**src/rtl/xps2_rx_fifo.sv**
```systemverilog
// PS/2 keyboard receiver: pin synchronizer, 11-bit frame assembler with
// start/parity/stop checking and timeout, and a small scancode FIFO on the data bus.
module xps2_rx_fifo #(
  parameter int FIFO_AW     = 2,
  parameter int TIMEOUT_CYC = 100000
) (
  input  logic        clk,
  input  logic        rst,
  input  logic        PS2_CLK,
  input  logic        PS2_DATA,
  input  logic        data_sel,
  input  logic        data_we,
  input  logic        data_addr,
  input  logic [31:0] data_in,
  output logic [31:0] data_out,
  output logic        irq
);
  localparam int DEPTH = 1 << FIFO_AW;
  localparam int TW    = $clog2(TIMEOUT_CYC + 1);

  localparam logic [1:0] S_IDLE  = 2'd0;
  localparam logic [1:0] S_SHIFT = 2'd1;
  localparam logic [1:0] S_CHECK = 2'd2;

  logic             clk_s1, clk_s2, clk_prev, dat_s1, dat_s2;
  logic             fall;
  logic [1:0]       state;
  logic [10:0]      sr;
  logic [3:0]       bitcnt;
  logic [TW-1:0]    tmo;
  logic             frame_good, frame_bad, timeout_hit;
  logic [7:0]       mem [DEPTH];
  logic [FIFO_AW-1:0] rd_ptr, wr_ptr;
  logic [FIFO_AW:0] count;
  logic             empty, full, pop, push_ok, flush, clr, st_wr;
  logic             ovf, frame_err;
  logic [3:0]       cnt4;
  logic             unused_bits;

  always_ff @(posedge clk) begin
    if (!rst) begin
      clk_s1   <= 1'b1;
      clk_s2   <= 1'b1;
      clk_prev <= 1'b1;
      dat_s1   <= 1'b1;
      dat_s2   <= 1'b1;
    end else begin
      clk_s1   <= PS2_CLK;
      clk_s2   <= clk_s1;
      clk_prev <= clk_s2;
      dat_s1   <= PS2_DATA;
      dat_s2   <= dat_s1;
    end
  end

  assign fall = clk_prev & ~clk_s2;

  // sr fills from the top, so a full frame lands as {stop, parity, data, start}
  assign frame_good  = (state == S_CHECK) & ~sr[0] & sr[10] & (^sr[9:1]);
  assign frame_bad   = (state == S_CHECK) & ~frame_good;
  assign timeout_hit = (state == S_SHIFT) & ~fall & (tmo == TW'(TIMEOUT_CYC - 1));

  always_ff @(posedge clk) begin
    if (!rst) begin
      state  <= S_IDLE;
      sr     <= '0;
      bitcnt <= '0;
      tmo    <= '0;
    end else begin
      case (state)
        S_IDLE: begin
          bitcnt <= '0;
          tmo    <= '0;
          if (fall && !dat_s2) begin
            sr     <= {dat_s2, sr[10:1]};
            bitcnt <= 4'd1;
            state  <= S_SHIFT;
          end
        end
        S_SHIFT: begin
          if (fall) begin
            sr     <= {dat_s2, sr[10:1]};
            bitcnt <= bitcnt + 4'd1;
            tmo    <= '0;
            if (bitcnt == 4'd10) state <= S_CHECK;
          end else if (timeout_hit) begin
            state  <= S_IDLE;
            bitcnt <= '0;
            tmo    <= '0;
          end else begin
            tmo <= tmo + 1'b1;
          end
        end
        S_CHECK: begin
          state  <= S_IDLE;
          bitcnt <= '0;
          tmo    <= '0;
        end
        default: state <= S_IDLE;
      endcase
    end
  end

  assign empty   = (count == '0);
  assign full    = (count == (FIFO_AW + 1)'(DEPTH));
  assign pop     = data_sel & ~data_we & ~data_addr & ~empty;
  assign st_wr   = data_sel & data_we & data_addr;
  assign clr     = st_wr & data_in[0];
  assign flush   = st_wr & data_in[1];
  // a simultaneous pop frees the slot, so a full FIFO still accepts the byte
  assign push_ok = frame_good & (~full | pop) & ~flush;

  always_ff @(posedge clk) begin
    if (push_ok) mem[wr_ptr] <= sr[8:1];
  end

  always_ff @(posedge clk) begin
    if (!rst || flush) begin
      rd_ptr <= '0;
      wr_ptr <= '0;
      count  <= '0;
    end else begin
      if (push_ok) wr_ptr <= wr_ptr + 1'b1;
      if (pop)     rd_ptr <= rd_ptr + 1'b1;
      case ({push_ok, pop})
        2'b10:   count <= count + 1'b1;
        2'b01:   count <= count - 1'b1;
        default: count <= count;
      endcase
    end
  end

  always_ff @(posedge clk) begin
    if (!rst) begin
      ovf       <= 1'b0;
      frame_err <= 1'b0;
    end else begin
      if (frame_good && full && !pop && !flush) ovf <= 1'b1;
      else if (clr)                             ovf <= 1'b0;
      if (frame_bad || timeout_hit) frame_err <= 1'b1;
      else if (clr)                 frame_err <= 1'b0;
    end
  end

  assign cnt4 = 4'(count);

  always_comb begin
    data_out = '0;
    if (data_sel) begin
      if (!data_addr)
        data_out = {23'd0, ~empty, (empty ? 8'h00 : mem[rd_ptr])};
      else
        data_out = {24'd0, ovf, frame_err, (state != S_IDLE), cnt4, ~empty};
    end
  end

  assign irq         = ~empty;
  assign unused_bits = ^data_in[31:2];
endmodule
```
**config.mk**
```make
export PLATFORM = sky130hd
export DESIGN_NAME = xps2_rx_fifo
export DESIGN_NICKNAME = d
export VERILOG_FILES = /design/src/rtl/xps2_rx_fifo.sv
export SDC_FILE = /design/constraint.sdc
export NUM_CORES = 1
export LEC_CHECK = 0
export CORE_UTILIZATION = 63
export DETAILED_ROUTE_END_ITERATION = 7
export DONT_BUFFER_PORTS = 1
export GPL_TIMING_DRIVEN = 0
export PLACE_DENSITY_LB_ADDON = 0.2
export SYNTH_ARGS = -nofsm -noshare
export SYNTH_HDL_FRONTEND = slang
export SYNTH_SLANG_ARGS = --single-unit
```
**constraint.sdc**
```tcl
create_clock -name clk -period 3.5 [get_ports clk]
set_input_delay 0.7 -clock clk [delete_from_list [all_inputs] [get_ports clk]]
set_output_delay 0.7 -clock clk [all_outputs]
set_load 0.005 [all_outputs]
```
==> impl_metrics.tcl <==
set metrics [dict create \
    cts.sinks 82 \
    synth_cells 392 \
    report.final.hold_viol_count 0 \
    gp_congestion 0.872 \
    first_global_vias 2833 \
    synth_edf_count 32 \
    cts_buffers 9 \
    synthAdderAreaFrac 0.0441 \
    rows 29 \
    ys_top_cells_by_area "dfxtp_1 (24%), edfxtp_1 (23%), mux4_2 (4.4%)" \
    htreeDepth 3 \
    synth.avg_cell_area_um2 10.6 \
    ctsRootBufferMaster "clkbuf_8" \
    synth_top_family_by_area "simple AND/OR/NAND/NOR gates" \
    power_per_cell_area_mw_per_mm2 375 \
    route.detailed.wl_per_inst_um 16.4 \
    skew_ns 0.0150 \
    synth_simple_gate_area_frac 0.203 \
    fin_crit_sh 0.826 \
    drt-total-wl_um 8330 \
    startpoint_type "register" \
    synth-seq-cells 82 \
    ant_nets 0 \
    cts_post_setup_buffers_inserted 0 \
    clk_pin_slew_ns 0.08 \
    area_delta_synth_final_pct 8.89 \
    fin_ws_ns 0.607 \
    ios 72 \
    core-area_mm2 0.00635 \
    grt_pass1_wl_um 13900 \
    hp-class "input port to register" \
    crit_fanout 7 \
    yosysUniqueCellTypes 59 \
    start_util 0.652 \
    synth_warnings 0 \
    dr.first_iter.drc_count 166 \
    clk_latency_ns 0.36 \
    muxShareOfSynthArea 0.0777 \
    async_flop_share 0 \
    synthFlopType "dfxtp_1" \
    cp.required_ns 3.78 \
    endpoint_kind "register" \
    final-setup-viol-count 0 \
    dieArea_mm2 0.00690 \
    cts_resized 0 \
    dp.final_hpwl_um 5820 \
    nets 478 \
    drv_cap 0 \
    rsz0062_at_grt "no" \
    die_w_um 83.0 \
    n_antenna_cell 0 \
    synth_compound_area_frac 0.0907 \
    syn_area_mm2 0.00414 \
    worst_pin_slew_ns 1.09 \
    synth.most_common_cell "dfxtp_1" \
    yosys-top-cells-count "dfxtp_1 (50), nor2_1 (34), edfxtp_1 (32), nand2_1 (25), buf_4 (23)" \
    synth-xor-area-share 0.0399 \
    cts_buffer_depth 2 \
    yosysTopAreaCell "dfxtp_1" \
    arrival_ns 3.18 \
    die_h_um 83.0 \
    finalCriticalPeriod_ns 2.89 \
    grt_util_all_layers 0.256 \
    max_clock_freq_mhz 346 \
    max_slew_margin 0.271 \
    cts_tree "yes" \
    drc_errors 0 \
    crit_type "register to register" \
    finalMaxSlewViolations 0 \
    grt_max_degree 15 \
    io_buffers 0 \
    status "finished clean" \
    viasPerCell 5.94 \
    synth_top_area_frac 0.242 \
    gr-total-overflow 0 \
    peakVddDrop_mv 0.267 \
    p_leak_nw 1.62 \
    setup_tns_ns 0 \
    preCtsSetupSlack_ns 0.488 \
    ys_seq_area_frac 0.474 \
    ctsHoldBuffers 0 \
    dr.pass1.iters 5 \
    nFillCells 476 \
    drive_above_1_share 0.137 \
    antenna_found_initial 0 \
    num_vias 3013 \
]
[area by class of cell]
type	count	area, µm²	share of cell area
Tap cell	77	96.3	0.0214
Clock inverter	5	35.0	0.00778
Buffer	40	236	0.0525
Clock buffer	11	154	0.0342
Multi-Input combinational cell	278	1970	0.437
Sequential cell	82	1960	0.435
Inverter	14	52.6	0.0117
[worst paths after layout]
| path | from | depth (start not counted) | slack (ns) | endpoint |
|---|---|---|---|---|
| hold / removal | rst | 1 | 0.42 | dat_s1 |
| setup reg to reg | sr[8] | 10 | 0.61 | count[2] |
| hold reg to reg | clk_s1 | 1 | 0.42 | clk_s2 |
| setup / recovery | sr[8] | 10 | 0.61 | count[2] |
[through the flow]
stage	area, µm²	power [mW]	instances	hold WS [ns]	util
6_report	4510	1.69	507	0.420	0.710
5_1_grt	4510	1.75	507	0.407	0.710
4_1_cts	4510	1.70	507	0.411	0.710
3_5_place_dp	4320	1.06	491	0.414	0.680
3_3_place_gp	4320	1.06	491	0.399	0.680
2_1_floorplan	4220	1.05	414	0.386	-
[flip-flops by register name, indices dropped and copies added (netlist names), named ones only]
name and count:
clk_prev 1, frame_err 1, dat_s2 1, ovf 1, rd_ptr 2, state 2
count 3, bitcnt 4, clk_s1 1, mem 32, dat_s1 1, wr_ptr 2
sr 11, clk_s2 1, tmo 17
[kinds of logic (layout without fill, tap and decap cells)]
| kind of cell | Yosys count | count (layout) |
|---|---|---|
| mux | 22 | 22 |
| xor+xnor | 14 | 14 |
| other cells | 1 | 23 |
| simple gates | 151 | 151 |
| flops | 82 | 82 |
| fa+ha+maj | 14 | 14 |
| compound gates | 54 | 54 |
| buf+inv | 54 | 70 |
[worst max-delay path, stage by stage (launching register included)]
cell and delay [ns]:
dfxtp_1 0.45, xor2_1 0.19, xnor3_1 0.50, mux2i_1 0.53
inv_1 0.13, ha_1 0.24, inv_1 0.07, fa_1 0.17
xor2_1 0.09, or3_1 0.31, a21oi_1 0.14
[where the power goes]
group | leakage, nW | internal, mW | switching, mW
sequential | 0.700 | 0.985 | 0.00184
clock | 0.0944 | 0.305 | 0.345
combinational | 0.828 | 0.0244 | 0.0292
[routing by layer]
layer	up-vias	routed length (µm)	global-route usage
met5	-	0	0
met2	105	3950	0.389
li1	1456	-	-
met1	1444	3760	0.359
met3	8	528	0.0716
met4	0	94	0.0784
[cells in the final DEF, fill, tap and decap left out, types with 7 or more instances in the layout]
| master | n |
|---|---|
| ha_1 | 13 |
| nand4_1 | 11 |
| inv_1 | 14 |
| edfxtp_1 | 32 |
| buf_4 | 23 |
| dfxtp_1 | 50 |
| a21oi_1 | 11 |
| nor3_1 | 8 |
| nor2_1 | 34 |
| a31oi_1 | 11 |
| and2_1 | 7 |
| conb_1 | 23 |
| nand4b_1 | 10 |
| nor2b_1 | 9 |
| nand2_1 | 25 |
| mux2i_1 | 13 |
| clkbuf_8 | 9 |
| nand3_1 | 14 |
| clkbuf_1 | 17 |
| mux4_2 | 8 |
No activity file was read; power rests on OpenSTA's default activity.
